File: src/rtl/uart_wb_regs.sv
// rtl/uart_wb_regs.sv - 16550-style UART register file behind a Wishbone slave port
module uart_wb_regs #(
    parameter int          RX_DEPTH = 4,
    parameter logic [15:0] DIV_RST  = 16'h003C
) (
    input  logic        clk,
    input  logic        rst,
    input  logic        wb_stb,
    input  logic        wb_we,
    input  logic [2:0]  wb_addr,
    input  logic [7:0]  wb_data_i,
    output logic [7:0]  wb_data_o,
    output logic        wb_ack,
    output logic [7:0]  tx_data,
    output logic        tx_valid,
    input  logic        tx_ready,
    input  logic        tx_busy,
    input  logic [7:0]  rx_data,
    input  logic        rx_valid,
    output logic [15:0] divisor,
    output logic [7:0]  lc
);

    localparam int AW = $clog2(RX_DEPTH);
    localparam int CW = AW + 1;

    logic          ack_q, ack_d;
    logic [7:0]    rdata_q, rdata_d;
    logic [7:0]    lc_q, lc_d;
    logic [15:0]   dl_q, dl_d;
    logic [7:0]    ie_q, ie_d;
    logic [7:0]    mc_q, mc_d;
    logic [7:0]    sr_q, sr_d;
    logic [7:0]    thr_q, thr_d;
    logic          txv_q, txv_d;
    logic          oe_q, oe_d;
    logic [AW-1:0] wptr_q, wptr_d;
    logic [AW-1:0] rptr_q, rptr_d;
    logic [CW-1:0] cnt_q, cnt_d;
    logic [7:0]    mem [RX_DEPTH];

    logic       access, dlab, rd, wr, rb_rd, tr_wr, ls_rd;
    logic       empty, full, pop, push, overrun, handoff, thr_load;
    logic [7:0] ls, rd_mux;

    assign access   = wb_stb && !ack_q;
    assign dlab     = lc_q[7];
    assign rd       = access && !wb_we;
    assign wr       = access && wb_we;
    assign rb_rd    = rd && (wb_addr == 3'd0) && !dlab;
    assign tr_wr    = wr && (wb_addr == 3'd0) && !dlab;
    assign ls_rd    = rd && (wb_addr == 3'd5);
    assign empty    = (cnt_q == '0);
    assign full     = (cnt_q == CW'(RX_DEPTH));
    assign pop      = rb_rd && !empty;
    // A pop at the same edge frees the slot, so a full FIFO can still accept
    assign push     = rx_valid && (!full || pop);
    assign overrun  = rx_valid && full && !pop;
    assign handoff  = txv_q && tx_ready;
    assign thr_load = tr_wr && (!txv_q || handoff);

    assign ls = {1'b0, !txv_q && !tx_busy, !txv_q, 3'b000, oe_q, !empty};

    always_comb begin
        rd_mux = 8'h00;
        case (wb_addr)
            3'd0:    rd_mux = dlab ? dl_q[7:0] : (empty ? 8'h00 : mem[rptr_q]);
            3'd1:    rd_mux = dlab ? dl_q[15:8] : ie_q;
            3'd2:    rd_mux = 8'hC1;
            3'd3:    rd_mux = lc_q;
            3'd4:    rd_mux = mc_q;
            3'd5:    rd_mux = ls;
            3'd6:    rd_mux = 8'h00;
            default: rd_mux = sr_q;
        endcase
    end

    always_comb begin
        ack_d   = access;
        rdata_d = rd ? rd_mux : rdata_q;
        lc_d    = lc_q;
        dl_d    = dl_q;
        ie_d    = ie_q;
        mc_d    = mc_q;
        sr_d    = sr_q;
        if (wr) begin
            case (wb_addr)
                3'd0:    if (dlab) dl_d[7:0] = wb_data_i;
                3'd1:    if (dlab) dl_d[15:8] = wb_data_i; else ie_d = wb_data_i;
                3'd3:    lc_d = wb_data_i;
                3'd4:    mc_d = wb_data_i;
                3'd7:    sr_d = wb_data_i;
                default: ;
            endcase
        end
        thr_d = thr_load ? wb_data_i : thr_q;
        txv_d = thr_load ? 1'b1 : (handoff ? 1'b0 : txv_q);
        oe_d  = overrun ? 1'b1 : (ls_rd ? 1'b0 : oe_q);
        wptr_d = push ? wptr_q + AW'(1) : wptr_q;
        rptr_d = pop ? rptr_q + AW'(1) : rptr_q;
        case ({push, pop})
            2'b10:   cnt_d = cnt_q + CW'(1);
            2'b01:   cnt_d = cnt_q - CW'(1);
            default: cnt_d = cnt_q;
        endcase
    end

    always_ff @(posedge clk or posedge rst) begin
        if (rst) begin
            ack_q   <= 1'b0;
            rdata_q <= 8'h00;
            lc_q    <= 8'h00;
            dl_q    <= DIV_RST;
            ie_q    <= 8'h00;
            mc_q    <= 8'h00;
            sr_q    <= 8'h00;
            thr_q   <= 8'h00;
            txv_q   <= 1'b0;
            oe_q    <= 1'b0;
            wptr_q  <= '0;
            rptr_q  <= '0;
            cnt_q   <= '0;
        end else begin
            ack_q   <= ack_d;
            rdata_q <= rdata_d;
            lc_q    <= lc_d;
            dl_q    <= dl_d;
            ie_q    <= ie_d;
            mc_q    <= mc_d;
            sr_q    <= sr_d;
            thr_q   <= thr_d;
            txv_q   <= txv_d;
            oe_q    <= oe_d;
            wptr_q  <= wptr_d;
            rptr_q  <= rptr_d;
            cnt_q   <= cnt_d;
        end
    end

    // Storage needs no reset: the pointers and count alone define what is valid
    always_ff @(posedge clk) begin
        if (push) mem[wptr_q] <= rx_data;
    end

    assign wb_ack    = ack_q;
    assign wb_data_o = rdata_q;
    assign tx_data   = thr_q;
    assign tx_valid  = txv_q;
    assign divisor   = dl_q;
    assign lc        = lc_q;

endmodule

File: config.mk
export PLATFORM = sky130hd
export DESIGN_NAME = uart_wb_regs
export DESIGN_NICKNAME = d
export VERILOG_FILES = /design/src/rtl/uart_wb_regs.sv
export SDC_FILE = /design/constraint.sdc
export NUM_CORES = 1
export LEC_CHECK = 0
export ABC_AREA = 1
export BUFFER_PORTS_ARGS = -buffer_cell sky130_fd_sc_hd__buf_2
export CAP_MARGIN = 40
export CORE_MARGIN = 2
export CORE_UTILIZATION = 60
export DETAILED_ROUTE_END_ITERATION = 10
export GPL_ROUTABILITY_DRIVEN = 0
export HOLD_SLACK_MARGIN = 0.03
export PLACE_DENSITY = 0.89
export SLEW_MARGIN = 20
export SYNTH_ARGS = -nofsm -noshare
export SYNTH_HDL_FRONTEND = slang
export SYNTH_SLANG_ARGS = --single-unit
File: constraint.sdc
create_clock -name clk -period 3.2 [get_ports clk]
set_clock_uncertainty 0.1 [all_clocks]
set_input_delay 0.16 -clock clk [delete_from_list [all_inputs] [get_ports clk]]
set_output_delay 0.16 -clock clk [all_outputs]
set_load 0.1 [all_outputs]
==> flow_metrics.env <==
export IMPL_dieArea_mm2=0.008694
export IMPL_routed_wl_um=12030
export IMPL_grt_ovfl_total=0
export IMPL_worst_hold_slack_ns=0.1602
export IMPL_yosys_cell_count_top_type="nand2_1"
export IMPL_outcome="finished clean"
export IMPL_yosys_warnings=0
export IMPL_synthFlopType="dfrtp_1"
export IMPL_min_from="wb_addr[0]"
export IMPL_area_growth_pct=17.52
export IMPL_r2r_end="mem[1][3]$_DFFE_PP_"
export IMPL_synth_distinct_cells=29
export IMPL_holdPathEnd="oe_q$_DFFE_PP0P_"
export IMPL_cts_buffers=9
export IMPL_wire_per_inst_um=16.90
export IMPL_r2r_start="lc[7]$_DFFE_PP0P_"
export IMPL_track_usage_pct=29.55
export IMPL_worstSetupPathType="flip-flop to flip-flop"
export IMPL_synth_xor_area_share_pct=0.3666
export IMPL_grt_pass1_wl_um=19200
export IMPL_endpoint_kind="flip-flop"
export IMPL_async_flop_share_pct=69.81
export IMPL_diodes=0
export IMPL_synth_seq_cells=106
export IMPL_synthMuxAreaShare_pct=0
export IMPL_syn_area_per_cell_um2=9.171
export IMPL_cp_arrival_ns=2.27
export IMPL_post_route_util_pct=72.67
export IMPL_htree_num_levels=3
export IMPL_worst_slew_pin_slew_ns=0.6340
export IMPL_dieHeight_um=93.24
export IMPL_ant_nets=0
export IMPL_dr_pass1_iters=5
export IMPL_cts_sinks=106
export IMPL_post_cts_buffers=0
export IMPL_netlist_area_leader_share_pct=36.66
export IMPL_nets=636
export IMPL_required_ns=3.12
export IMPL_routed_via_count=3998
export IMPL_drive_above_1_share_pct=18.85
export IMPL_critical_path_max_fanout=13
export IMPL_max_freq_ghz=0.4255
export IMPL_dr_first_iter_drc_count=354
export IMPL_top_layer="met4"
export IMPL_ioPinCount=68
export IMPL_hold_viol_final=0
export IMPL_synth_top_family_by_area="simple AND/OR/NAND/NOR gates"
export IMPL_ff2ff_path_depth=5
export IMPL_synth_edf_count=32
export IMPL_p_total_mw=4.528
export IMPL_clock_tree_root_cell="clkbuf_8"
export IMPL_coreArea_mm2=0.007727
export IMPL_yosys_area_share_simple_pct=21.76
export IMPL_max_slew_margin_pct=57.58
export IMPL_synth_nets=552
export IMPL_grt_max_degree=50
export IMPL_route_detailed_drc=0
export IMPL_hold_depth=4
export IMPL_ys_seq_area_share_pct=58.97
export IMPL_grt_setup_unrepaired="false"
export IMPL_dp_hpwl_um=8237
export IMPL_setup_viol=0
export IMPL_finalCritPeriodShare_pct=73.44
export IMPL_via_per_inst=5.615
export IMPL_fp_dieW_um=93.24
export IMPL_port_buffers=67
export IMPL_ctsResizeCount=0
export IMPL_antenna_found_initial=0
export IMPL_worst_setup_path_start_kind="flip-flop"
export IMPL_routed_wl_met2_um=5656
export IMPL_ir_worst_vdd_v=0.0004965
export IMPL_wl_met3_um=1274
export IMPL_nFillCells=538
export IMPL_initial_utilization_pct=61.84
export IMPL_finalMaxSlewViolations=0
export IMPL_worstHoldPathType="input port to flip-flop"
export IMPL_insertion_delay_ns=0.39
export IMPL_power_density_mw_per_mm2=806.3
export IMPL_synth_compound_area_share_pct=11.29
export IMPL_fin_setup_tns_ns=0
export IMPL_synthAdderAreaFrac_pct=1.466
export IMPL_p_leak_nw=2.721
export IMPL_syn_cell_area_mm2=0.004778
export IMPL_maxCapViolCount=0
export IMPL_syn_inst=521
export IMPL_fp_row_count=32
export IMPL_tritoncts="built"
export IMPL_met1_length_um=4878
export IMPL_ys_top_cells_by_area="dfrtp_1 (37%), edfxtp_1 (20%), nand2_1 (12%)"
export IMPL_synth_commonest_cells="nand2_1 (154), o21ai_0 (80), dfrtp_1 (70)"
export IMPL_clock_path_buffers=2
export IMPL_min_period_ns=2.350
export IMPL_grt_pass1_vias=3830
export IMPL_cts_clk_slew_worst_paths_ns=0.11
export IMPL_synth_top_area_cell="dfrtp_1"
export IMPL_r2r_slack_ns=0.85
[logic make-up after synthesis]
| group | Yosys count |
|---|---|
| flops | 106 |
| simple gates | 235 |
| fa+ha+maj | 5 |
| buf+inv | 66 |
| xor+xnor | 2 |
| compound gates | 107 |
[stage by stage]
stage	std cells	setup slack (ns)	instance area [um^2]
after floorplan	521	0.8080	4778
after global placement	675	1.003	5145
after detailed placement	676	0.8946	5172
after CTS	712	0.8691	5615
after global routing	712	0.7128	5615
final	712	0.8500	5615
[per-layer routing]
metal / vias to the layer above / GRT usage, %
met5: - / 0
met4: 0 / 10.05
met3: 27 / 7.816
met2: 236 / 46.22
met1: 1889 / 40.52
li1: 1846 / -
[where the power goes]
part	leakage, nW	switching [mW]	total [mW]	internal (mW)
logic	1.38	1.28	1.62	0.338
registers	1.22	0.226	1.93	1.71
clock network	0.122	0.510	0.975	0.465
[layout make-up]
cell class                      count  area, um^2  area share (%)
Multi-Input combinational cell    349        1667           29.68
Clock buffer                        9       123.9           2.206
Tap cell                          102       127.6           2.273
Clock inverter                      7       118.9           2.117
Inverter                           50       190.2           3.387
Sequential cell                   106        2818           50.18
Timing Repair Buffer               89       570.5           10.16
[cells in the final DEF, fill, tap and decap left out, types with 3 or more instances in the layout]
cell and count:
ha_1 4, dfstp_2 4, nor2_1 47, nand2_1 154, nor2_4 6, nand2_2 3
o21ai_0 80, dlygate4sd3_1 20, a21oi_1 21, dfrtp_1 70, nand3b_1 3, buf_2 67
edfxtp_1 32, o21ai_1 5, clkbuf_8 9, inv_1 43, inv_2 6, nand3_1 12
inv_8 3
[state kept, by name, indices dropped and copies added (netlist names)]
signal / flops
tx_valid: 1
tx_data: 8
wptr_q: 2
ie_q: 8
mc_q: 8
cnt_q: 3
oe_q: 1
lc: 8
sr_q: 8
rptr_q: 2
wb_ack: 1
wb_data_o: 8
divisor: 16
mem: 32
[worst max path at each step]
| stage | slack [ns] | depth (start not counted) | from | to |
|---|---|---|---|---|
| 2_1_floorplan | 0.81 | 10 | lc[7]$_DFFE_PP0P_ | cnt_q[2]$_DFFE_PP0P_ |
| 3_3_place_gp | 1.00 | 5 | lc[7]$_DFFE_PP0P_ | mem[1][4]$_DFFE_PP_ |
| 3_5_place_dp | 0.89 | 5 | lc[7]$_DFFE_PP0P_ | mem[1][6]$_DFFE_PP_ |
| 4_1_cts | 0.87 | 5 | lc[7]$_DFFE_PP0P_ | mem[1][4]$_DFFE_PP_ |
| 5_1_grt | 0.71 | 5 | lc[7]$_DFFE_PP0P_ | mem[1][3]$_DFFE_PP_ |
| 6_report | 0.85 | 5 | lc[7]$_DFFE_PP0P_ | mem[1][3]$_DFFE_PP_ |
[what timing repair did]
item                                    CTS  global route
hold buffers                             20             0
endpoints found under the setup margin    0             0
hold endpoints to repair                 71             0
[worst max-delay path: stages, from the launching register on]
cell and delay [ns]:
dfrtp_1 0.55, inv_2 0.32, nand3_2 0.18, nor2_4 0.17, o21ai_2 0.14, nor2_1 0.52
Power figures use the tool's default switching activity.
